## config.mk

```make
export PLATFORM = sky130hd
export DESIGN_NAME = spi_byte_master
export DESIGN_NICKNAME = d
export VERILOG_FILES = /design/src/rtl/spi_pkg.sv /design/src/rtl/spi_half_period_timer.sv /design/src/rtl/spi_byte_master.sv
export SDC_FILE = /design/constraint.sdc
export NUM_CORES = 1
export LEC_CHECK = 0
export BUFFER_PORTS_ARGS = -buffer_cell sky130_fd_sc_hd__buf_2
export CORE_UTILIZATION = 50
export CTS_CLUSTER_DIAMETER = 30
export DETAILED_ROUTE_END_ITERATION = 6
export GPL_ROUTABILITY_DRIVEN = 1
export HOLD_SLACK_MARGIN = 0.08
export PLACE_DENSITY = 0.7
export SLEW_MARGIN = 0
export SYNTH_ARGS = -nofsm -noshare
export SYNTH_HDL_FRONTEND = slang
export SYNTH_HIERARCHICAL = 1
export SYNTH_SLANG_ARGS = --single-unit
```

## constraint.sdc

```tcl
create_clock -name clk_in -period 7.4 [get_ports clk_in]
set_input_delay 1.11 -clock clk_in [delete_from_list [all_inputs] [get_ports clk_in]]
set_output_delay 1.11 -clock clk_in [all_outputs]
set_load 0.01 [all_outputs]
```

## src/rtl/spi_pkg.sv

```systemverilog
// ============================================================================
// Module   : spi_pkg
// Purpose  : Shared state encodings, speed presets and MISO-sampling limits for
//            the SPI byte master. Optional macro: SPI_MISO_SYNC_EN.
// Revision : 1.0  initial release
// ============================================================================
`default_nettype none

package spi_pkg;

  localparam int SPI_DATA_W = 8;
  localparam int SPI_DIV_W  = 12;

  localparam logic [11:0] SPI_SPEED_CORE = 12'd1;
  localparam logic [11:0] SPI_SPEED_IO   = 12'd40;

  typedef logic [1:0] spi_state_t;

  localparam spi_state_t ST_IDLE   = 2'd0;
  localparam spi_state_t ST_SCK_LO = 2'd1;
  localparam spi_state_t ST_SCK_HI = 2'd2;
  localparam spi_state_t ST_DONE   = 2'd3;

`ifdef SPI_MISO_SYNC_EN
  // Two synchroniser flops must settle inside one SCK high phase.
  localparam int SPI_MIN_HALF = 3;
`else
  localparam int SPI_MIN_HALF = 1;
`endif

endpackage

`default_nettype wire

```

## src/rtl/spi_half_period_timer.sv

```systemverilog
// ============================================================================
// Module   : spi_half_period_timer
// Purpose  : Latches the SCK half-period at load and ticks on the last cycle of
//            each half-period while running. Optional macro: SPI_MISO_SYNC_EN.
// Revision : 1.0  initial release
// ============================================================================
`default_nettype none

module spi_half_period_timer
  import spi_pkg::*;
#(
  parameter int DIV_W = SPI_DIV_W
) (
  input  logic             clk,
  input  logic             rst_n,
  input  logic             i_load,
  input  logic             i_run,
  input  logic [DIV_W-1:0] i_divisor,
  output logic             o_tick
);

  logic [DIV_W-1:0] r_half;
  logic [DIV_W-1:0] r_cnt;
  logic [DIV_W-1:0] w_half;

  assign w_half = (i_divisor < DIV_W'(SPI_MIN_HALF)) ? DIV_W'(SPI_MIN_HALF) : i_divisor;
  assign o_tick = i_run && (r_cnt == (r_half - DIV_W'(1)));

  always_ff @(posedge clk or negedge rst_n) begin
    if (!rst_n) begin
      r_half <= '0;
      r_cnt  <= '0;
    end else if (i_load) begin
      r_half <= w_half;
      r_cnt  <= '0;
    end else if (i_run) begin
      r_cnt  <= o_tick ? '0 : r_cnt + DIV_W'(1);
    end
  end

endmodule

`default_nettype wire

```

## src/rtl/spi_byte_master.sv

```systemverilog
// ============================================================================
// Module   : spi_byte_master
// Purpose  : Mode-0, MSB-first SPI byte engine with a 4-phase tx_go/tx_done
//            handshake. Optional macro: SPI_MISO_SYNC_EN (synchronised MISO).
// Revision : 1.0  initial release
// ============================================================================
`default_nettype none

module spi_byte_master
  import spi_pkg::*;
#(
  parameter int DIV_W  = SPI_DIV_W,
  parameter int DATA_W = SPI_DATA_W
) (
  input  logic              clk_in,
  input  logic              n_reset,
  input  logic [DIV_W-1:0]  divisor,
  input  logic              tx_go,
  output logic              tx_done,
  input  logic [DATA_W-1:0] tx_buffer,
  output logic [DATA_W-1:0] rx_buffer,
  output logic              busy,
  output logic              spi_sck,
  output logic              spi_mosi,
  input  logic              spi_miso
);

  localparam int BIT_W = (DATA_W > 1) ? $clog2(DATA_W) : 1;

  spi_state_t        r_state;
  spi_state_t        w_state_nxt;

  logic              r_tx_done,  w_tx_done_nxt;
  logic              r_busy,     w_busy_nxt;
  logic              r_sck,      w_sck_nxt;
  logic              r_mosi,     w_mosi_nxt;
  logic [DATA_W-1:0] r_rx,       w_rx_nxt;
  logic [DATA_W-1:0] r_shreg,    w_shreg_nxt;
  logic [BIT_W-1:0]  r_bit_cnt,  w_bit_cnt_nxt;

  logic              w_start;
  logic              w_run;
  logic              w_tick;
  logic              w_rx_bit;

  assign w_start = (r_state == ST_IDLE) && tx_go && !r_tx_done;
  assign w_run   = (r_state == ST_SCK_LO) || (r_state == ST_SCK_HI);

  spi_half_period_timer #(
    .DIV_W (DIV_W)
  ) u_timer (
    .clk       (clk_in),
    .rst_n     (n_reset),
    .i_load    (w_start),
    .i_run     (w_run),
    .i_divisor (divisor),
    .o_tick    (w_tick)
  );

`ifdef SPI_MISO_SYNC_EN
  // Synchronised bit is consumed at the end of the SCK high phase.
  logic r_miso_s1, r_miso_s2;

  always_ff @(posedge clk_in or negedge n_reset) begin
    if (!n_reset) begin
      r_miso_s1 <= 1'b0;
      r_miso_s2 <= 1'b0;
    end else begin
      r_miso_s1 <= spi_miso;
      r_miso_s2 <= r_miso_s1;
    end
  end

  assign w_rx_bit = r_miso_s2;
`else
  // Raw MISO captured on the SCK rising transition, consumed on the falling one.
  logic r_miso_bit;

  always_ff @(posedge clk_in or negedge n_reset) begin
    if (!n_reset) begin
      r_miso_bit <= 1'b0;
    end else if ((r_state == ST_SCK_LO) && w_tick) begin
      r_miso_bit <= spi_miso;
    end
  end

  assign w_rx_bit = r_miso_bit;
`endif

  always_ff @(posedge clk_in or negedge n_reset) begin
    if (!n_reset) begin
      r_state   <= ST_IDLE;
      r_tx_done <= 1'b0;
      r_busy    <= 1'b0;
      r_sck     <= 1'b0;
      r_mosi    <= 1'b0;
      r_rx      <= '0;
      r_shreg   <= '0;
      r_bit_cnt <= '0;
    end else begin
      r_state   <= w_state_nxt;
      r_tx_done <= w_tx_done_nxt;
      r_busy    <= w_busy_nxt;
      r_sck     <= w_sck_nxt;
      r_mosi    <= w_mosi_nxt;
      r_rx      <= w_rx_nxt;
      r_shreg   <= w_shreg_nxt;
      r_bit_cnt <= w_bit_cnt_nxt;
    end
  end

  always_comb begin
    w_state_nxt = r_state;
    case (r_state)
      ST_IDLE:   if (w_start) w_state_nxt = ST_SCK_LO;
      ST_SCK_LO: if (w_tick)  w_state_nxt = ST_SCK_HI;
      ST_SCK_HI: if (w_tick)  w_state_nxt = (r_bit_cnt == '0) ? ST_DONE : ST_SCK_LO;
      ST_DONE:   if (!tx_go)  w_state_nxt = ST_IDLE;
      default:                w_state_nxt = ST_IDLE;
    endcase
  end

  always_comb begin
    w_tx_done_nxt = r_tx_done;
    w_busy_nxt    = r_busy;
    w_sck_nxt     = r_sck;
    w_mosi_nxt    = r_mosi;
    w_rx_nxt      = r_rx;
    w_shreg_nxt   = r_shreg;
    w_bit_cnt_nxt = r_bit_cnt;
    case (r_state)
      ST_IDLE: begin
        if (w_start) begin
          w_shreg_nxt   = tx_buffer;
          w_mosi_nxt    = tx_buffer[DATA_W-1];
          w_bit_cnt_nxt = BIT_W'(DATA_W - 1);
          w_busy_nxt    = 1'b1;
        end
      end
      ST_SCK_LO: begin
        if (w_tick) w_sck_nxt = 1'b1;
      end
      ST_SCK_HI: begin
        if (w_tick) begin
          w_sck_nxt = 1'b0;
          if (r_bit_cnt == '0) begin
            w_rx_nxt      = {r_shreg[DATA_W-2:0], w_rx_bit};
            w_tx_done_nxt = 1'b1;
          end else begin
            w_shreg_nxt   = {r_shreg[DATA_W-2:0], w_rx_bit};
            w_mosi_nxt    = r_shreg[DATA_W-2];
            w_bit_cnt_nxt = r_bit_cnt - BIT_W'(1);
          end
        end
      end
      ST_DONE: begin
        w_sck_nxt = 1'b0;
        if (!tx_go) begin
          w_tx_done_nxt = 1'b0;
          w_busy_nxt    = 1'b0;
        end
      end
      default: ;
    endcase
  end

  assign tx_done   = r_tx_done;
  assign busy      = r_busy;
  assign spi_sck   = r_sck;
  assign spi_mosi  = r_mosi;
  assign rx_buffer = r_rx;

endmodule

`default_nettype wire
```

==> metrics <==
final WL=6320 um; post-synthesis cell count=304; CTS tree=yes; critical path endpoint=r_shreg[1]$_DFFE_PN0P_; Syn Nets=336; via count=2421; area occupied by multi-input gates=1710 um2; Rel. slew slack=25.9%; CP arrival=~4.0 ns; vias in the first global route=2224; Final Critical Period=3.86 ns; DRC=0; CTS Buf Count=5; layout cells sized above 1=27.1%; Worst setup EP type=register; most frequent cell after synthesis=dfrtp_1; final setup vio count=0; max-cap viol count=0; Syn Area/Cell=a little over 10 um2; sequential fraction of the synthesis area=roughly 40%; starting density of the core=52.0%; critical path class=register to register; H-tree levels=2; clock latency on the worst-skew pair=0.30 ns; Period Utilization, post-route=52.1%; largest cells by area after synthesis=dfrtp_1 (40%), mux2_2 (9.5%), mux2_4 (3.4%); Peak supply drop=between 200 and 250 uV; CTS sink cnt=49; final hold viol count=0; setup TNS=0 ns; initial antenna violation count=0; fmax=259 MHz; WL/cell=about 16 um; ant diodes=0; die width=about 80 um; # hold bufs at CTS=0; Setup Skew=0.00721 ns; Ys Warns=6; placement-stage cell area=3280 um2; # fillers=534; vias per cell=approximately 5.9; RSZ-0062 raised after global routing=false; worst-path maximum fanout=25; FF-to-FF Start=r_state[0]$_DFFE_PN0P_; Final Slew Violations=0; DPL Wire Length=4370 um; Worst R2R End=r_shreg[1]$_DFFE_PN0P_; FP Rows=28; synth cell count leaders=dfrtp_1 (49), mux2_2 (26), o21ai_0 (17); all-layer global routing usage=approximately a fifth; root buf cell=clkbuf_8; global route overflow=0; DRT iter0 DRCs=177; Max clock buf depth=2; global-route wire length before repair=10600 um; Register Area=1230 um2; First-pass DRT Iterations=4; reg2reg path depth=9; Synth area leader=dfrtp_1; R2R setup slack=3.54 ns; largest net degree at the start of global routing=50; Pleak=1.53 nW; Mapped Area=3080 um2; crit path launch type=register; CP startpoint=r_state[0]$_DFFE_PN0P_; die area=6470 um2; clock-pin slew on the worst setup and hold paths=0.09 ns; Post-CTS Setup Repair Bufs=0; Critical Path RT=7.59 ns; fin nets=about 360; Final Power=about 1.4 mW; post-CTS sizing=0; io pins=36; chip height=about 80 um; PD cells=around 400 nW/um2; Final ANT Viol Nets=0; worst slew pin tran=1.11 ns; design area=about 3400 um2; library cells used by synthesis=59; final RePlAce weighted congestion=0.889; Core ar.=5920 um2; number of synthesized flops with an enable pin=0; outcome=finished, final reports clean; min-delay worst type=register to register; asr flop ratio synth=100%; Synth-to-Final Area Change=10.1%; Most used DFF post-synth=dfrtp_1; share of the synthesized area in the top cell type=between 30% and 40%; I/O Buffers=35; Seq cells post-synth=49
metrics by stage:
step           util, %  instances  setup slack [ns]  hold WS, ns
2_1_floorplan        -        304              4.67        0.452
3_3_place_gp      55.3        399              3.80        0.482
3_5_place_dp      55.3        399              3.57        0.487
4_1_cts           57.2        407              3.53        0.503
5_1_grt           57.2        407              3.22        0.513
6_report          57.2        407              3.54        0.498
worst min-delay path by stage:
stage / startpoint / end / slack, ns / cells past startpoint
floorplan: r_bit_cnt[0]$_DFFE_PN0P_ / r_bit_cnt[0]$_DFFE_PN0P_ / 0.45 / 1
global placement: busy$_DFFE_PN0P_ / busy$_DFFE_PN0P_ / 0.48 / 2
detailed placement: spi_sck$_DFFE_PN0P_ / spi_sck$_DFFE_PN0P_ / 0.49 / 2
CTS: r_bit_cnt[0]$_DFFE_PN0P_ / r_bit_cnt[0]$_DFFE_PN0P_ / 0.50 / 1
global route: r_bit_cnt[0]$_DFFE_PN0P_ / r_bit_cnt[0]$_DFFE_PN0P_ / 0.51 / 1
finish: spi_sck$_DFFE_PN0P_ / spi_sck$_DFFE_PN0P_ / 0.50 / 2
flip-flops by register name, summed over array words and instances, names as in the netlist, 2 cells and up:
name            count
r_state             2
r_bit_cnt           3
rx_buffer           8
u_timer/r_cnt      12
r_shreg             7
u_timer/r_half     12
area by class of cell:
cell class                 count  area share, %
multi-input combinational    222           50.4
sequential                    49           36.2
timing repair buffer          37           5.62
tap                           75           2.77
clock buffer                   6           2.14
inverter                      16           1.77
clock inverter                 2           1.15
critical path, stage by stage (launching register included):
cell      delay, ns
dfrtp_1        0.41
inv_1          0.09
ha_1           0.68
nand3_1        0.14
nor4b_1        0.49
o211ai_1       0.16
nor3_1         0.86
nand3b_4       0.13
a21o_1         0.38
mux2_4         0.38
kinds of logic (layout without fill, tap and decap cells):
kind of cell,Yosys count,count (layout),synth area share [%]
XOR/XNOR,12,12,3.42
buffers and inverters,33,61,4.80
multiplexers,34,34,13.3
adder cells (fa/ha/maj),8,8,3.25
AND/OR/NAND/NOR,101,101,20.5
flip-flops,49,49,39.9
AO/OA/AOI/OAI,67,67,15.0
power by group:
group / internal [mW] / leakage, nW / switching [mW]
sequential: 0.365 / 0.572 / 0.134
clock: 0.102 / 0.0554 / 0.0923
combinational: 0.324 / 0.906 / 0.336
total: 0.790 / 1.53 / 0.562
layout by cell type (no fill, tap or decap), types with 2 or more instances in the layout:
cell type  count
nor2b_1        3
dfrtp_1       49
buf_4          2
mux2_2        26
nor4_1         7
o31ai_1        3
xor2_1         4
and4_1         2
a22oi_1        2
nand2_1       14
o211ai_1       3
or3_1          2
nor4b_1        5
nor2_1        12
nor3_1        10
inv_1         16
a211oi_1       3
nor3b_1        6
buf_2         35
nand3_1       12
ha_1           8
and4b_1        4
o22ai_1       11
a31oi_1        4
and3_1         2
o21ai_0       17
nand2b_1      10
a21o_1         2
xnor2_1        8
clkbuf_8       5
mux2_4         7
a21oi_1        8
metal layers:
layer / global-route usage, % / wire (um) / vias up
li1: - / - / 1172
met1: 31.0 / 3070 / 1179
met2: 31.4 / 2840 / 64
met3: 3.30 / 340 / 6
met4: 5.89 / 60 / 0
met5: 0 / 0 / -
No activity file was read; power rests on OpenSTA's default activity.
